## src/rtl/cnn_layer_sched.sv

```systemverilog
// Layer/block scheduler: walks four CNN stages, issuing blocks over a start/done handshake.
// Optional busy-cycle counter on perf_cycles is built only when CNN_SCHED_PERF_EN is defined.
module cnn_layer_sched #(
  parameter int L0_BLOCKS = 169,
  parameter int L1_BLOCKS = 121,
  parameter int L2_BLOCKS = 81,
  parameter int L3_BLOCKS = 10
) (
  input  logic        clk,
  input  logic        reset,
  input  logic [31:0] control_reg,
  input  logic        blk_done,
  input  logic        wr_idle,
  output logic        blk_start,
  output logic [1:0]  layer,
  output logic [15:0] blk_idx,
  output logic        busy,
  output logic        done,
  output logic [31:0] status,
  output logic [31:0] perf_cycles
);

  typedef enum logic [2:0] {S_IDLE, S_ISSUE, S_WAIT, S_DRAIN, S_DONE} state_t;

  state_t      state_reg, state_next;
  logic [1:0]  layer_reg, layer_next;
  logic [15:0] idx_reg, idx_next;
  logic        ctrl_q;
  logic        done_sticky_reg, err_sticky_reg, abort_sticky_reg;
  logic        start_evt, abort_req, run_start, last_blk;
  logic [15:0] last_idx;
  logic        unused_ctrl;

  assign start_evt   = control_reg[1] & ~ctrl_q;
  assign abort_req   = control_reg[2];
  assign unused_ctrl = ^{control_reg[31:3], control_reg[0]};
  // Abort in IDLE swallows a coincident start event.
  assign run_start   = (state_reg == S_IDLE) && start_evt && !abort_req;

  always_comb begin
    case (layer_reg)
      2'd0:    last_idx = 16'(L0_BLOCKS - 1);
      2'd1:    last_idx = 16'(L1_BLOCKS - 1);
      2'd2:    last_idx = 16'(L2_BLOCKS - 1);
      default: last_idx = 16'(L3_BLOCKS - 1);
    endcase
  end

  assign last_blk = (idx_reg == last_idx);

  always_ff @(posedge clk or posedge reset) begin
    if (reset) begin
      state_reg <= S_IDLE;
      layer_reg <= 2'd0;
      idx_reg   <= 16'd0;
      ctrl_q    <= 1'b0;
    end else begin
      state_reg <= state_next;
      layer_reg <= layer_next;
      idx_reg   <= idx_next;
      ctrl_q    <= control_reg[1];
    end
  end

  always_comb begin
    state_next = state_reg;
    layer_next = layer_reg;
    idx_next   = idx_reg;
    if (state_reg != S_IDLE && abort_req) begin
      state_next = S_IDLE;
      layer_next = 2'd0;
      idx_next   = 16'd0;
    end else begin
      case (state_reg)
        S_IDLE: begin
          if (run_start) begin
            state_next = S_ISSUE;
            layer_next = 2'd0;
            idx_next   = 16'd0;
          end
        end
        S_ISSUE: state_next = S_WAIT;
        S_WAIT: begin
          if (blk_done) begin
            if (last_blk) begin
              state_next = S_DRAIN;
            end else begin
              idx_next   = idx_reg + 16'd1;
              state_next = S_ISSUE;
            end
          end
        end
        S_DRAIN: begin
          if (wr_idle) begin
            if (layer_reg == 2'd3) begin
              state_next = S_DONE;
            end else begin
              layer_next = layer_reg + 2'd1;
              idx_next   = 16'd0;
              state_next = S_ISSUE;
            end
          end
        end
        S_DONE:  state_next = S_IDLE;
        default: state_next = S_IDLE;
      endcase
    end
  end

  always_comb begin
    blk_start = (state_reg == S_ISSUE);
    busy      = (state_reg != S_IDLE);
    done      = (state_reg == S_DONE);
  end

  // Sticky flags: a new run clears all three, otherwise they only ever set.
  always_ff @(posedge clk or posedge reset) begin
    if (reset) begin
      done_sticky_reg  <= 1'b0;
      err_sticky_reg   <= 1'b0;
      abort_sticky_reg <= 1'b0;
    end else if (run_start) begin
      done_sticky_reg  <= 1'b0;
      err_sticky_reg   <= 1'b0;
      abort_sticky_reg <= 1'b0;
    end else begin
      if (blk_done && state_reg != S_WAIT)
        err_sticky_reg <= 1'b1;
      if (abort_req && state_reg != S_IDLE)
        abort_sticky_reg <= 1'b1;
      if (state_reg == S_DONE && !abort_req)
        done_sticky_reg <= 1'b1;
    end
  end

  assign layer   = layer_reg;
  assign blk_idx = idx_reg;
  assign status  = {busy, done_sticky_reg, err_sticky_reg, abort_sticky_reg,
                    10'd0, layer_reg, idx_reg};

`ifdef CNN_SCHED_PERF_EN
  logic [31:0] perf_reg;

  always_ff @(posedge clk or posedge reset) begin
    if (reset)
      perf_reg <= 32'd0;
    else if (run_start)
      perf_reg <= 32'd0;
    else if (state_reg != S_IDLE && perf_reg != 32'hFFFF_FFFF)
      perf_reg <= perf_reg + 32'd1;
  end

  assign perf_cycles = perf_reg;
`else
  assign perf_cycles = 32'd0;
`endif

endmodule

```

## config.mk

```make
export PLATFORM = sky130hd
export DESIGN_NAME = cnn_layer_sched
export DESIGN_NICKNAME = d
export VERILOG_FILES = /design/src/rtl/cnn_layer_sched.sv
export SDC_FILE = /design/constraint.sdc
export NUM_CORES = 1
export LEC_CHECK = 0
export ABC_CLOCK_PERIOD_IN_PS = 3500
export CAP_MARGIN = 20
export CORE_AREA = 5 5 78 80
export DETAILED_ROUTE_END_ITERATION = 8
export DIE_AREA = 0 0 83 85
export PLACE_DENSITY = 0.9
export REMOVE_ABC_BUFFERS = 1
export SKIP_LAST_GASP = 1
export SLEW_MARGIN = 20
export SYNTH_ARGS = -nofsm -noshare
export SYNTH_HDL_FRONTEND = slang
export SYNTH_SLANG_ARGS = --single-unit
```

## constraint.sdc

```tcl
create_clock -name clk -period 3.5 [get_ports clk]
set_input_delay 0.35 -clock clk [delete_from_list [all_inputs] [get_ports clk]]
set_output_delay 0.35 -clock clk [all_outputs]
set_load 0.02 [all_outputs]
```

# After elaboration in Yosys (flattened, before gate mapping)
# Cells that the tools add are included.
# classes
add_sub_neg	2
reduce_logical	17
eq_ne	14
n_mux	26
shift	0
div	0
mul	0
order_cmp	0
bitwise	2
# ops
operator	n
$mux 16	6
$pmux 16 s3	1
$pmux 8 s3	1
$add 16x1->16 const B	1
$eq 16x16->1	1
$mux 3	5
$ne 3x3->1 const B	4
$pmux 3 s4	1
$mux 2	5
$eq 3x2->1 const B	2
$mux 1	6
$ne 3x2->1 const B	2
$reduce_and 6->1	1
$reduce_bool 2->1	3
$reduce_bool 3->1	2
$logic_and 1x1->1	5
$eq 2x2->1 const B	2
$pmux 2 s2	1
$reduce_and 4->1	1
$reduce_bool 4->1	1
$eq 3x1->1 const B	1
$eq 3x3->1 const B	1
$logic_not 3->1	1
$reduce_and 3->1	1
other kinds (6)	6
# totals
elab_cells	68
input_bits	36
out_inout_bits	85
reg_bits	25
mem_bits_ro	0
latchBits	0
mem_count	0
ram_bits	0

# Logic depth before layout (Yosys ltp)
# Gate-level depths: netlist of the first run.
# depth
word_depth	7
ltp_mapped	9
depth_no_buf	7

# Worst setup path after synthesis of the first run
# OpenSTA, ideal clock, no wires.
# synth_timing
path_type	reg-to-reg
from	register layer_reg[0] (netlist: layer[0])
to	register idx_reg[11] (netlist: blk_idx[11])
period_less_slack_ns	2.490
t_required_ns	3.362
t_arrival_ns	2.353
stages_incl_launch_ff	10
slack_ns	1.010
path_buffers	2
setup_ns	0.138
path_cell_list	dfrtp_1 -> inv_1 -> ha_1 -> or4_1 -> a21o_1 -> a2111oi_4 -> or3_1 -> buf_6 -> buf_12 -> o31ai_4
# synth_via
elab_chain_len	5
word_cells_on_any_way	9
cone_classes	6 x eq/ne; 1 x mux; 2 x reduce/logical
# synth_rtl
item	line_no	source
start: declaration	26	logic [1:0] layer_reg, layer_next;
start signal: assignment	59	layer_reg <= layer_next;
$eq 2x2->1 (tied with other cells)	41	case (layer_reg)
$pmux 8 s3	41	
$eq 16x16->1	49	assign last_blk = (idx_reg == last_idx);
$ne 3x3->1 (no source line)	n/a	
$reduce_and 6->1 (no source line) (*)	n/a	
end signal: assignment	60	idx_reg <= idx_next;
end: declaration	27	logic [15:0] idx_reg, idx_next;
# Every way passes the cells marked *; elsewhere a longest branch is shown, timed or not.
# A chain may end at the register's enable or synchronous reset.

# Final worst setup path of the first run
# layout_timing
from	register layer_reg[0] (netlist: layer[0])
to	register idx_reg[10] (netlist: blk_idx[10])
# Same word-level chain as after synthesis.

==> results of run 1 <==
==> final cells by class <==
type,instances,area (sq um)
inverter,6,22.5
tap,72,90.1
sequential,25,626
multi-input combinational,178,1110
clock buffer,4,45.0
fill,521,2940
timing repair buffer,50,508
==> kinds of logic (layout without fill, tap and decap cells) <==
| group | Yosys count | in the layout | synth area share |
|---|---|---|---|
| AO/OA/AOI/OAI | 55 | 55 | 0.214 |
| adder cells (fa/ha/maj) | 5 | 5 | 0.0289 |
| multiplexers | 2 | 2 | 0.00924 |
| AND/OR/NAND/NOR | 72 | 72 | 0.178 |
| flip-flops | 25 | 25 | 0.289 |
| buffers and inverters | 81 | 60 | 0.271 |
| XOR/XNOR | 2 | 2 | 0.00808 |
| other | 1 | 42 | 0.00173 |
==> synthesized netlist by cell type, drive strengths merged (4+ instances only) <==
master | instances | area (sq um)
nand2b | 6 | 45.0
inv | 6 | 22.5
o21ai | 22 | 110
nor3 | 4 | 20.0
o31ai | 8 | 120
dfrtp | 25 | 626
clkbuf | 4 | 15.0
ha | 5 | 62.6
buf | 71 | 549
nor2 | 10 | 37.5
a21oi | 4 | 20.0
nand2 | 16 | 60.1
or3 | 7 | 43.8
nand3 | 9 | 45.0
==> stage by stage <==
step	hold WS [ns]	instances
finish	0.470	335
global route	0.515	335
CTS	0.491	335
detailed placement	0.469	331
global placement	0.471	331
floorplan	0.377	209
==> routing by layer <==
metal / GRT usage / share of wire
met4: 0.0357 / 0.011
met5: 0 / 0
met2: 0.219 / 0.50
met1: 0.155 / 0.40
met3: 0.0243 / 0.088
==> power breakdown <==
group / switching (mW) / internal (mW) / leakage (nW)
registers: 0.0122 / 0.297 / 0.340
clock network: 0.0927 / 0.0814 / 0.0228
logic: 0.103 / 0.0469 / 0.605
total: 0.208 / 0.426 / 0.967
==> path summary, 6_finish.rpt <==
kind / slack (ns) / end
worst min register to register: 0.48 / abort_sticky_reg$_DFFE_PP0P_
worst min-delay path: 0.47 / blk_idx[9]$_DFFE_PP0P_
worst max register to register: 0.76 / blk_idx[10]$_DFFE_PP0P_
min in group clk: 0.48 / abort_sticky_reg$_DFFE_PP0P_
worst max-delay path: 0.76 / blk_idx[10]$_DFFE_PP0P_
max in group asynchronous: 2.61 / ctrl_q$_DFF_PP0_
==> worst register-to-register path, delay by kind of cell, from the launching register on <==
kind,cells,cell delay (ns)
buf+inv,2,0.30
fa+ha+maj,1,0.25
flops,1,0.45
simple gates,2,0.94
compound gates,3,0.66
==> impl_metrics.env, run 1 <==
export IMPL_status="finished clean"
export IMPL_clock_skew_ns=0.00650
export IMPL_dp_hpwl_microns=3480
export IMPL_vias=1716
export IMPL_largest_reg_flops=16
export IMPL_synth_ff_type="dfrtp_1"
export IMPL_worst_ep_required_time_ns=3.64
export IMPL_syn_instance_count=243
export IMPL_ys_ff_latch=25
export IMPL_seq_area_frac_synth=0.289
export IMPL_fin_ws_ns=0.759
export IMPL_postCtsSetupRepairBufs=0
export IMPL_synth_edff_count=0
export IMPL_nets=305
export IMPL_syn2layout_area_growth_pct=10.7
export IMPL_htreeDepth=1
export IMPL_grt_pass1_wl_microns=7580
export IMPL_ys_warn_count=0
export IMPL_clkLatencyLatePin_ns=0.27
export IMPL_fin_util=0.450
export IMPL_final_common_cell="clkdlybuf4s50_1"
export IMPL_endpoint_kind="flip-flop"
export IMPL_io_pins=121
export IMPL_period_minus_slack_ns=2.74
export IMPL_grt_setup_unrepaired="false"
export IMPL_antenna_found_initial=0
export IMPL_wl_per_cell_microns=13.8
export IMPL_r2r_start="layer[0]$_DFFE_PP0P_"
export IMPL_p_total_mw=0.633
export IMPL_fin_tns_setup_ns=0
export IMPL_tritoncts="done"
export IMPL_relSlewSlack=0.391
export IMPL_async_flop_share=1.00
export IMPL_die_area_sq_mm=0.00706
export IMPL_power_density_mw_per_mm2=264
export IMPL_layout_common_cells="clkdlybuf4s50_1, conb_1, dfrtp_1"
export IMPL_setup_worst_path_start="layer[0]$_DFFE_PP0P_"
export IMPL_start_util=0.406
export IMPL_drtIter0Drc=95
export IMPL_synth_distinct_cells=45
export IMPL_max_freq_mhz=365
export IMPL_first_global_vias=1622
export IMPL_hp_class="primary input to asynchronous set/reset pin"
export IMPL_cap_violations=0
export IMPL_cts_repair_resized=0
export IMPL_synth_area_per_cell_sq_um=8.92
export IMPL_first_pass_iters=4
export IMPL_cp_max_fo=9
export IMPL_syn_area_sq_mm=0.00217
export IMPL_final_max_slew_violation_count=0
export IMPL_drc_errors=0
export IMPL_root_buffer="clkbuf_8"
export IMPL_crit_slowest_cell="or4_1"
export IMPL_cp_depth=8
export IMPL_numPortBuffers=48
export IMPL_core_area_sq_mm=0.00534
export IMPL_ir_worst_vdd_mv=0.105
export IMPL_numCtsBuffers=3
export IMPL_layout_drive_gt1_share=0.0684
export IMPL_viasPerCell=5.12
export IMPL_tightest_slew_ns=0.908
export IMPL_finalHoldViolations=0
export IMPL_ant_nets=0
export IMPL_die_x_microns=83
export IMPL_arrival_ns=2.88
export IMPL_drt_total_wl_microns=4610
export IMPL_dp_worst_setup_slack_ns=0.637
export IMPL_rows=27
export IMPL_worst_setup_path_start_kind="flip-flop"
export IMPL_setup_viol=0
export IMPL_cts_max_path_buffers=2
export IMPL_num_antenna_cells=0
export IMPL_worst_setup_path_type="flip-flop to flip-flop"
export IMPL_holdBufCountCts=0
export IMPL_grt_max_degree=26
export IMPL_grt_use_total=0.125
export IMPL_critPathBufInv=2
export IMPL_cpPeakStageDelay_ns=0.51
export IMPL_clk_pin_slew_worst_paths_ns=0.09
export IMPL_final_area_sq_mm=0.00240
export IMPL_period_share=0.783
export IMPL_place_area_sq_mm=0.00235
export IMPL_r2r_cells=8
export IMPL_fp_dieH_microns=85
export IMPL_worstPathCellList="inv_1 -> ha_1 -> or4_1 -> a21o_1 -> a2111oi_4 -> or3_1 -> buf_12 -> o41ai_2"
export IMPL_grt_overflow=0
export IMPL_cts_num_sinks=25
export IMPL_leakage_nw=0.967
export IMPL_gp_congestion=0.820
export IMPL_cpLargestDelayFamily="simple AND/OR/NAND/NOR gates"
(Power assumes the default switching activity.)
==> inputs of run 2 (changes only) <==
--- a/config.mk
+++ b/config.mk
@@ -5,12 +5,12 @@
 export SDC_FILE = /design/constraint.sdc
 export NUM_CORES = 1
 export LEC_CHECK = 0
-export ABC_CLOCK_PERIOD_IN_PS = 3500
+export ABC_CLOCK_PERIOD_IN_PS = 2200
 export CAP_MARGIN = 20
-export CORE_AREA = 5 5 78 80
+export CORE_AREA = 5 5 85 87
 export DETAILED_ROUTE_END_ITERATION = 8
-export DIE_AREA = 0 0 83 85
-export PLACE_DENSITY = 0.9
+export DIE_AREA = 0 0 90 92
+export PLACE_DENSITY = 0.81
 export REMOVE_ABC_BUFFERS = 1
 export SKIP_LAST_GASP = 1
 export SLEW_MARGIN = 20
==> constraint.sdc (replaced) <==
create_clock -name clk -period 2.2 [get_ports clk]
set_input_delay 0.22 -clock clk [delete_from_list [all_inputs] [get_ports clk]]
set_output_delay 0.22 -clock clk [all_outputs]
set_load 0.02 [all_outputs]
==> run 2 against run 1 <==
Against the previous run: sequential power is 57% higher; highest routed layer unchanged; worst hold slack worse by 0.18 ns; worst setup slack worse by 0.77 ns; clock power increased by 65%; critical endpoint is now blk_idx[6]$_DFFE_PP0P_; the flow now finishes with violations (negative setup slack); fmax increased by 24%; routed wire length rose by 11%.
==> impl_metrics.env, run 2 (synthesis results as in run 1) <==
export IMPL_drc_errors=0
export IMPL_first_global_vias=1775
export IMPL_grt_use_total=0.126
export IMPL_endpoint_kind="flip-flop"
export IMPL_numPortBuffers=48
export IMPL_arrival_ns=2.37
export IMPL_final_area_sq_mm=0.00265
export IMPL_antenna_found_initial=0
export IMPL_holdBufCountCts=0
export IMPL_place_area_sq_mm=0.00254
export IMPL_cts_max_path_buffers=2
export IMPL_violations="negative setup slack"
export IMPL_fin_tns_setup_ns=-0.0325
export IMPL_layout_common_cells="clkdlybuf4s50_1, conb_1, buf_4"
export IMPL_final_common_cell="clkdlybuf4s50_1"
export IMPL_cts_num_sinks=25
export IMPL_worst_ep_required_time_ns=2.36
export IMPL_vias=1749
export IMPL_period_minus_slack_ns=2.21
export IMPL_root_buffer="clkbuf_8"
export IMPL_finalNonFillerCells=367
export IMPL_finalHoldViolations=0
export IMPL_numCtsBuffers=3
export IMPL_period_share=1.00
export IMPL_grt_overflow=0
export IMPL_drtIter0Drc=68
export IMPL_clock_skew_ns=0.00227
export IMPL_nets=332
export IMPL_largest_reg_flops=16
export IMPL_fp_dieH_microns=92
export IMPL_cp_max_fo=6
export IMPL_clkLatencyLatePin_ns=0.28
export IMPL_ir_worst_vdd_mv=0.221
export IMPL_ant_nets=0
export IMPL_core_area_sq_mm=0.00628
export IMPL_power_density_mw_per_mm2=394
export IMPL_io_pins=121
export IMPL_cap_violations=0
export IMPL_htreeDepth=1
export IMPL_die_x_microns=90
export IMPL_p_total_mw=1.04
export IMPL_drt_total_wl_microns=5120
export IMPL_grt_setup_unrepaired="true"
export IMPL_setup_viol=5
export IMPL_leakage_nw=1.11
export IMPL_hp_class="primary input to asynchronous set/reset pin"
export IMPL_dp_hpwl_microns=3740
export IMPL_first_pass_iters=4
export IMPL_status="complete, but fails checks"
export IMPL_viasPerCell=4.77
export IMPL_worst_setup_path_type="flip-flop to flip-flop"
export IMPL_gp_congestion=0.839
export IMPL_syn2layout_area_growth_pct=22.2
export IMPL_wl_per_cell_microns=14.0
export IMPL_start_util=0.345
export IMPL_max_freq_mhz=453
export IMPL_final_max_slew_violation_count=0
export IMPL_die_area_sq_mm=0.00828
export IMPL_layout_drive_gt1_share=0.183
export IMPL_tritoncts="done"
export IMPL_num_antenna_cells=0
export IMPL_fin_ws_ns=-0.00920
export IMPL_worst_setup_path_start_kind="flip-flop"
export IMPL_dp_cells=360
export IMPL_rows=29
export IMPL_grt_pass1_wl_microns=8870
export IMPL_clk_pin_slew_worst_paths_ns=0.09
export IMPL_grt_max_degree=26
run 2: power by group:
group          internal [mW]  switching (mW)
clock network          0.130           0.157
registers              0.473          0.0107
logic                 0.0929           0.178
total                  0.696           0.346
run 2: stage by stage:
stage / util / setup WS [ns] / hold slack, ns
finish: 0.422 / -0.00920 / 0.287
global route: 0.422 / -0.137 / 0.318
CTS: 0.419 / -0.0250 / 0.296
detailed placement: 0.405 / -0.150 / 0.468
global placement: 0.405 / -0.122 / 0.470
floorplan: - / -0.669 / 0.247
run 2: routing by layer:
| metal | wire [microns] | up-vias | track usage |
|---|---|---|---|
| met5 | 0 | - | 0 |
| met4 | 48 | 0 | 0.0447 |
| met3 | 340 | 5 | 0.0303 |
| met2 | 2510 | 78 | 0.201 |
| met1 | 2230 | 823 | 0.167 |
| li1 | - | 843 | - |
run 2: worst paths after layout:
path                                                    from                            to  slack [ns]  depth (start not counted)
worst max-delay path                    layer[1]$_DFFE_PP0P_        blk_idx[6]$_DFFE_PP0P_      -0.009                          8
worst min-delay path                                   reset       blk_idx[11]$_DFFE_PP0P_        0.29                          3
worst max register to register          layer[1]$_DFFE_PP0P_        blk_idx[6]$_DFFE_PP0P_      -0.009                          8
worst min register to register  abort_sticky_reg$_DFFE_PP0P_  abort_sticky_reg$_DFFE_PP0P_        0.49                          2
max in group asynchronous                              reset          layer[0]$_DFFE_PP0P_        1.64                          3
min in group clk                              control_reg[1]              ctrl_q$_DFF_PP0_        0.40                          1
run 2: layout make-up:
type / count / area [sq um]
tap: 77 / 96.3
timing repair buffer: 77 / 718
clock buffer: 4 / 45.0
sequential: 25 / 627
inverter: 6 / 22.5
multi-input combinational: 178 / 1140
fill: 624 / 3630
run 2: repair_timing:
action | CTS | global route
setup buffers | 1 | 2
gates resized for setup | 9 | 2
pin swaps | 14 | 1
setup endpoints to repair | 15 | 16
run 2: critical path, cell delays in order, from the launching register on:
cell	delay, ns
dfrtp_1	0.40
inv_2	0.08
ha_2	0.18
or4_1	0.50
a21o_1	0.20
a2111oi_4	0.32
or3_4	0.21
buf_12	0.13
o41ai_2	0.07
